<file path="src/rtl/imem_load_ctrl_pkg.sv">
// Shared constants and FSM state encoding for the instruction-memory boot loader.
package imem_load_ctrl_pkg;

    localparam int CPU_WIDTH           = 32;
    localparam int INST_MEM_ADDR_DEPTH = 4096;

    typedef enum logic [1:0] {
        IMEM_LD_IDLE = 2'd0,
        IMEM_LD_LOAD = 2'd1,
        IMEM_LD_DONE = 2'd2
    } imem_ld_state_e;

endpackage

</file>
<file path="src/rtl/imem_word_packer.sv">
// Assembles a byte stream into little-endian words; word_vld pulses for one cycle
// after the final byte of each word has been accepted.
module imem_word_packer
    import imem_load_ctrl_pkg::*;
#(
    parameter int WIDTH = CPU_WIDTH
)(
    input  logic             clk,
    input  logic             rst_n,
    input  logic             clear,
    input  logic             byte_take,
    input  logic [7:0]       byte_i,
    output logic [WIDTH-1:0] word,
    output logic             word_vld
);

    localparam int NBYTES = WIDTH / 8;
    localparam int CW     = $clog2(NBYTES);
    localparam logic [CW-1:0] LAST_BYTE = CW'(NBYTES - 1);

    logic [CW-1:0]    byte_cnt;
    logic [WIDTH-9:0] asm_q;

    // The top byte goes straight into the output word, so the assembly register
    // only holds the lower bytes and is free to start the next word immediately.
    always_ff @(posedge clk) begin
        if (!rst_n) begin
            byte_cnt <= '0;
            asm_q    <= '0;
            word     <= '0;
            word_vld <= 1'b0;
        end else begin
            word_vld <= 1'b0;
            if (clear) begin
                byte_cnt <= '0;
                asm_q    <= '0;
            end else if (byte_take) begin
                if (byte_cnt == LAST_BYTE) begin
                    byte_cnt <= '0;
                    word     <= {byte_i, asm_q};
                    word_vld <= 1'b1;
                end else begin
                    asm_q[8*byte_cnt +: 8] <= byte_i;
                    byte_cnt               <= byte_cnt + 1'b1;
                end
            end
        end
    end

endmodule

</file>
<file path="src/rtl/imem_load_ctrl.sv">
// Boot-time instruction-memory loader: packs bytes into words, writes them at consecutive
// addresses, then hands the address port to the core PC. `IMEM_LOAD_CSUM_EN adds a checksum.
module imem_load_ctrl
    import imem_load_ctrl_pkg::*;
#(
    parameter int WIDTH     = CPU_WIDTH,
    parameter int DEPTH     = INST_MEM_ADDR_DEPTH,
    parameter bit BOOT_HOLD = 1'b1
)(
    input  logic                   clk,
    input  logic                   rst_n,
    input  logic                   load_start_i,
    input  logic [$clog2(DEPTH):0] load_len_i,
    input  logic                   byte_vld_i,
    input  logic [7:0]             byte_i,
    output logic                   byte_rdy_o,
    input  logic [WIDTH-1:0]       pc_i,
`ifdef IMEM_LOAD_CSUM_EN
    input  logic [WIDTH-1:0]       csum_i,
`endif
    output logic                   mem_wr_en_o,
    output logic [WIDTH-1:0]       mem_data_o,
    output logic [WIDTH-1:0]       mem_addr_o,
    output logic                   cpu_hold_o,
    output logic                   load_busy_o,
    output logic                   load_done_o,
    output logic                   load_err_o
);

    localparam int AW   = $clog2(DEPTH);
    localparam int LW   = AW + 1;
    localparam int ALSB = $clog2(WIDTH / 8);

    imem_ld_state_e   state, state_nxt;
    logic [AW-1:0]    word_addr;
    logic [LW-1:0]    len_q;
    logic             err_q;
    logic             hold_q;
    logic             start_acc;
    logic             len_zero;
    logic             len_over;
    logic             last_word;
    logic             byte_take;
    logic             word_vld;
    logic             csum_bad;
    logic [WIDTH-1:0] packed_word;
    logic [WIDTH-1:0] ld_addr;

    assign start_acc  = (state == IMEM_LD_IDLE) && load_start_i;
    assign len_zero   = (load_len_i == '0);
    assign len_over   = (load_len_i > LW'(DEPTH));
    assign last_word  = ({1'b0, word_addr} == (len_q - 1'b1));
    assign byte_take  = byte_vld_i && byte_rdy_o;
    assign mem_data_o = packed_word;

    imem_word_packer #(
        .WIDTH(WIDTH)
    ) u_packer (
        .clk      (clk),
        .rst_n    (rst_n),
        .clear    (start_acc),
        .byte_take(byte_take),
        .byte_i   (byte_i),
        .word     (packed_word),
        .word_vld (word_vld)
    );

    always_comb begin
        ld_addr                   = '0;
        ld_addr[AW+ALSB-1:ALSB]   = word_addr;
    end

`ifdef IMEM_LOAD_CSUM_EN
    logic [WIDTH-1:0] csum_q;
    logic [WIDTH-1:0] sum_q;

    // Running sum tracks exactly what was written, so it is ready on entry to DONE.
    always_ff @(posedge clk) begin
        if (!rst_n) begin
            csum_q <= '0;
            sum_q  <= '0;
        end else if (start_acc && !len_over) begin
            csum_q <= csum_i;
            sum_q  <= '0;
        end else if (mem_wr_en_o) begin
            sum_q <= sum_q + packed_word;
        end
    end

    assign csum_bad = (state == IMEM_LD_DONE) && (sum_q != csum_q);
`else
    assign csum_bad = 1'b0;
`endif

    always_ff @(posedge clk) begin
        if (!rst_n) begin
            state     <= IMEM_LD_IDLE;
            word_addr <= '0;
            len_q     <= '0;
            err_q     <= 1'b0;
            hold_q    <= BOOT_HOLD;
        end else begin
            state <= state_nxt;
            if (start_acc) begin
                if (len_over) begin
                    err_q <= 1'b1;
                end else begin
                    err_q     <= 1'b0;
                    len_q     <= load_len_i;
                    word_addr <= '0;
                end
            end
            if (mem_wr_en_o) begin
                word_addr <= word_addr + 1'b1;
            end
            if (state == IMEM_LD_DONE) begin
                hold_q <= csum_bad;
                if (csum_bad) begin
                    err_q <= 1'b1;
                end
            end
        end
    end

    // Ready drops during the final word's write cycle so no byte past the load is consumed.
    always_comb begin
        state_nxt   = state;
        byte_rdy_o  = 1'b0;
        load_busy_o = 1'b0;
        load_done_o = 1'b0;
        mem_wr_en_o = 1'b0;
        mem_addr_o  = pc_i;
        cpu_hold_o  = hold_q;
        load_err_o  = err_q | csum_bad;
        case (state)
            IMEM_LD_IDLE: begin
                if (start_acc && !len_over) begin
                    state_nxt = len_zero ? IMEM_LD_DONE : IMEM_LD_LOAD;
                end
            end
            IMEM_LD_LOAD: begin
                load_busy_o = 1'b1;
                cpu_hold_o  = 1'b1;
                byte_rdy_o  = !(word_vld && last_word);
                mem_wr_en_o = word_vld;
                mem_addr_o  = ld_addr;
                if (word_vld && last_word) begin
                    state_nxt = IMEM_LD_DONE;
                end
            end
            IMEM_LD_DONE: begin
                load_done_o = 1'b1;
                cpu_hold_o  = csum_bad;
                state_nxt   = IMEM_LD_IDLE;
            end
            default: begin
                state_nxt = IMEM_LD_IDLE;
            end
        endcase
    end

endmodule
</file>
<file path="config.mk">
export PLATFORM = sky130hd
export DESIGN_NAME = imem_load_ctrl
export DESIGN_NICKNAME = d
export VERILOG_FILES = /design/src/rtl/imem_load_ctrl_pkg.sv /design/src/rtl/imem_word_packer.sv /design/src/rtl/imem_load_ctrl.sv
export SDC_FILE = /design/constraint.sdc
export NUM_CORES = 1
export LEC_CHECK = 0
export ABC_CLOCK_PERIOD_IN_PS = 3100
export CAP_MARGIN = 20
export CORE_UTILIZATION = 44
export CTS_BUF_LIST = sky130_fd_sc_hd__clkbuf_8 sky130_fd_sc_hd__clkbuf_16
export DETAILED_ROUTE_END_ITERATION = 8
export PLACE_DENSITY_LB_ADDON = 0.2
export SYNTH_ARGS = -nofsm -noshare
export SYNTH_HDL_FRONTEND = slang
export SYNTH_SLANG_ARGS = --single-unit
</file>
<file path="constraint.sdc">
create_clock -name clk -period 3.1 [get_ports clk]
set_input_delay 0.465 -clock clk [delete_from_list [all_inputs] [get_ports clk]]
set_output_delay 0.465 -clock clk [all_outputs]
set_load 0.005 [all_outputs]
</file>
==> metrics.yaml, run 1 <==
global_routing:
  grt_max_degree: 97
  grt_use_total: 0.2187
  grt_pass1_wl_mm: 19.79
  globalRouteOverflowTotal: 0
  grt_pass1_vias: 4183
  antenna_found_initial: 0
cells_and_area:
  final_nets: 761
  final_cell_mix: "nand2_1, clkdlybuf4s50_1, dfxtp_1"
  n_antenna_cell: 0
  finalInstanceArea_mm2: 0.006509
  layout_commonest_cell: "nand2_1"
  drive_above_1_share: 0.1273
  finalNonFillerCells: 835
  area_growth_pct: 37.04
cts:
  cts_sinks: 88
  cts-root-buf: "clkbuf_8"
  clk_pin_slew_ps: 100
  htreeDepth: 3
  clk_path_buf_depth: 2
  numCtsBuffers: 9
  cts_tree: "built"
  clk_latency_ps: 370
power_and_ir_drop:
  peakVddDrop_v: 0.0002515
  p_int_uw: 2144
  seqPwrFrac: 0.378
  powerDensity_mw_per_mm2: 494.9
  sw_frac_of_total: 0.3344
  pwr-share-clk: 0.232
  combPwrFrac: 0.390
  p_leak_uw: 0.002474
  p_switching_uw: 1077
floorplanning:
  pin_count: 127
  die_x_um: 105.9
  start_util: 0.4560
  die_h_um: 105.9
  core_mm2: 0.01042
  fp-row-count: 37
  die_area_mm2: 0.01121
yosys:
  async_reset_ff_frac: 0
  ys.flop_type: "dfxtp_1"
  synthTopCellsByArea: "dfxtp_1, mux2i_1, nand2_1"
  syn_inst: 558
  syn_area_mm2: 0.004750
  ys_ff_latch: 88
  synth_top_area_share: 0.3709
  syn_nets: 625
  yosysWarnings: 0
  post_synth.cell_area_avg_um2: 8.512
  synth_edf_count: 0
  synth_top_cell_by_area: "dfxtp_1"
  synth_cell_types: 58
  yosysSeqAreaShare: 0.3709
detailed_routing:
  wl_met3_um: 747
  route.met2.wl_mm: 5.573
  wl_met1_mm: 5.785
  drc_errors: 0
  routed_wl_mm: 12.22
  highest_layer: "met4"
  drt_iter0_drc: 197
  vias_per_cell: 5.232
  postRouteAntennaNets: 0
  post_drt_wl_per_cell_um: 14.64
  dr.pass1.iters: 5
  vias: 4369
sta:
  tightest_slew_ps: 848.0
  drv_slew: 0
  hold_viol: 0
  fin_ws_ps: 1.025
  tns_ps: 0
  setup_viol: 0
  skew_ps: 18.80
  max_freq_ghz: 0.3227
  hold_slack_ps: 462.1
  rsz0062_at_grt: "true"
  fin_crit_ps: 3099
  post-route-period-util: 0.9997
  relSlewSlack: 0.4347
setup_path:
  ff2ff_path_depth: 11
  crit_end: "byte_rdy_o"
  rr_startpoint: "len_q[0]$_SDFFE_PN0P_"
  crit_type: "flip-flop to output port"
  reg2reg_setup_slack_ps: 90
  cp.required_ps: 2630
  critPathMaxFanout: 2
  critPathLaunch: "len_q[0]$_SDFFE_PN0P_"
  cp-start-kind: "flip-flop"
  cp.arrival_ps: 2630
  cp-end-kind: "output port"
  r2r-end: "u_packer.word[4]$_SDFFE_PN0P_"
flow_run:
  cap_violations: 0
hold_path:
  hold_path.class: "flip-flop to flip-flop"
placement:
  dpl-instance-area_mm2: 0.006175
  dp_hpwl_mm: 9.068
  io_buffer_count: 126
  placedCellCount: 806
  dp_slack_ps: -12.15
  place_congestion: 0.8751
status:
  outcome: "finished clean"
-- cells in the mapped netlist (3+ instances only) --
library cell	number
inv_1	14
xor2_1	4
nand3b_1	3
nand4_1	6
a21boi_0	18
ha_1	10
o211ai_1	4
mux2_2	13
o21a_1	3
nor2b_1	21
xnor2_1	8
and2_1	6
buf_12	3
and3_1	6
nand2_1	154
nor4_1	6
nand3_1	12
nor3_1	8
o21ai_0	13
mux2i_1	58
dfxtp_1	88
clkbuf_1	30
a31oi_1	7
nor4b_1	3
nor2_1	12
a21oi_1	5
buf_2	4
-- worst min-delay path by stage --
stage | slack [ps] | endpoint | depth (start not counted) | from
final | 460 | u_packer.word[9]$_SDFFE_PN0P_ | 2 | u_packer.asm_q[9]$_SDFFE_PP0P_
after global routing | 470 | u_packer.word[24]$_SDFFE_PN0P_ | 2 | u_packer.word[24]$_SDFFE_PN0P_
after CTS | 460 | u_packer.word[9]$_SDFFE_PN0P_ | 2 | u_packer.asm_q[9]$_SDFFE_PP0P_
after detailed placement | 450 | u_packer.word[22]$_SDFFE_PN0P_ | 2 | u_packer.word[22]$_SDFFE_PN0P_
after global placement | 440 | u_packer.word[24]$_SDFFE_PN0P_ | 2 | u_packer.word[24]$_SDFFE_PN0P_
after floorplan | 440 | u_packer.asm_q[0]$_SDFFE_PP0P_ | 2 | u_packer.asm_q[0]$_SDFFE_PP0P_
-- metrics by stage --
step                total power [uW]  utilization
finish                          3221       0.6249
global route                    3406       0.6249
CTS                             3229       0.6171
detailed placement              2481       0.5928
global placement                2453       0.5928
floorplan                       1905            -
-- final cells by class --
| class | count | area [um2] |
|---|---|---|
| tap | 136 | 170.2 |
| sequential | 88 | 1764 |
| clock buffer | 9 | 123.9 |
| inverter | 14 | 52.55 |
| fill | 917 | 3908 |
| multi-input combinational | 417 | 2755 |
| timing repair buffer | 164 | 1587 |
| clock inverter | 7 | 56.30 |
-- registers in the layout, indices dropped and copies added, names as in the netlist --
name               cells
len_q                 13
state                  2
load_err_o             1
u_packer.byte_cnt      2
word_addr             12
u_packer.word         32
u_packer.word_vld      1
u_packer.asm_q        24
hold_q                 1
-- timing repair --
| action | 4_1_cts | 5_1_grt |
|---|---|---|
| setup buffers | 7 | 6 |
| hold buffers | 0 | 0 |
| pin swaps | 6 | 9 |
| gates cloned | 0 | 0 |
| resized for setup | 13 | 2 |
| setup endpoints to repair | 1 | 38 |
-- cells by family after synthesis --
kind of cell | synth area share
buffers and inverters | 0.05638
DFF | 0.3709
AOI/OAI and AO/OA | 0.1178
and+or+nand+nor | 0.2534
xor gates and xnor gates | 0.02213
adders and majority gates | 0.02634
muxes | 0.1531
-- metal layers --
layer  vias up  global-route usage
met3        11             0.04414
li1       2174                   -
met1      2038              0.2954
met4         0             0.06448
met5         -                   0
met2       146              0.3525
-- power by group through the flow --
stage	logic [uW]	registers (uW)	clock network (uW)
floorplan	678	1230	0
global placement	1210	1240	0
detailed placement	1240	1240	0
CTS	1250	1220	759
global route	1370	1230	813
finish	1260	1220	747
-- critical path, cell delays in order (launching register included) --
cell and delay, ps:
dfxtp_2 330, inv_2 60, ha_4 130, or3b_4 370, or4_4 500, a2111oi_4 450, nand4_4 160, nor2_4 120
nor2_2 40, buf_2 120
No activity file was read; power rests on OpenSTA's default activity.
==> inputs of run 2 (changes only) <==
--- a/config.mk
+++ b/config.mk
@@ -6,7 +6,7 @@
 export NUM_CORES = 1
 export LEC_CHECK = 0
 export ABC_CLOCK_PERIOD_IN_PS = 3100
-export CAP_MARGIN = 20
+export CAP_MARGIN = 30
 export CORE_UTILIZATION = 44
 export CTS_BUF_LIST = sky130_fd_sc_hd__clkbuf_8 sky130_fd_sc_hd__clkbuf_16
 export DETAILED_ROUTE_END_ITERATION = 8
==> results of run 2 <==
Same layout as run 1: the final DEF is identical, and so are final timing and power.
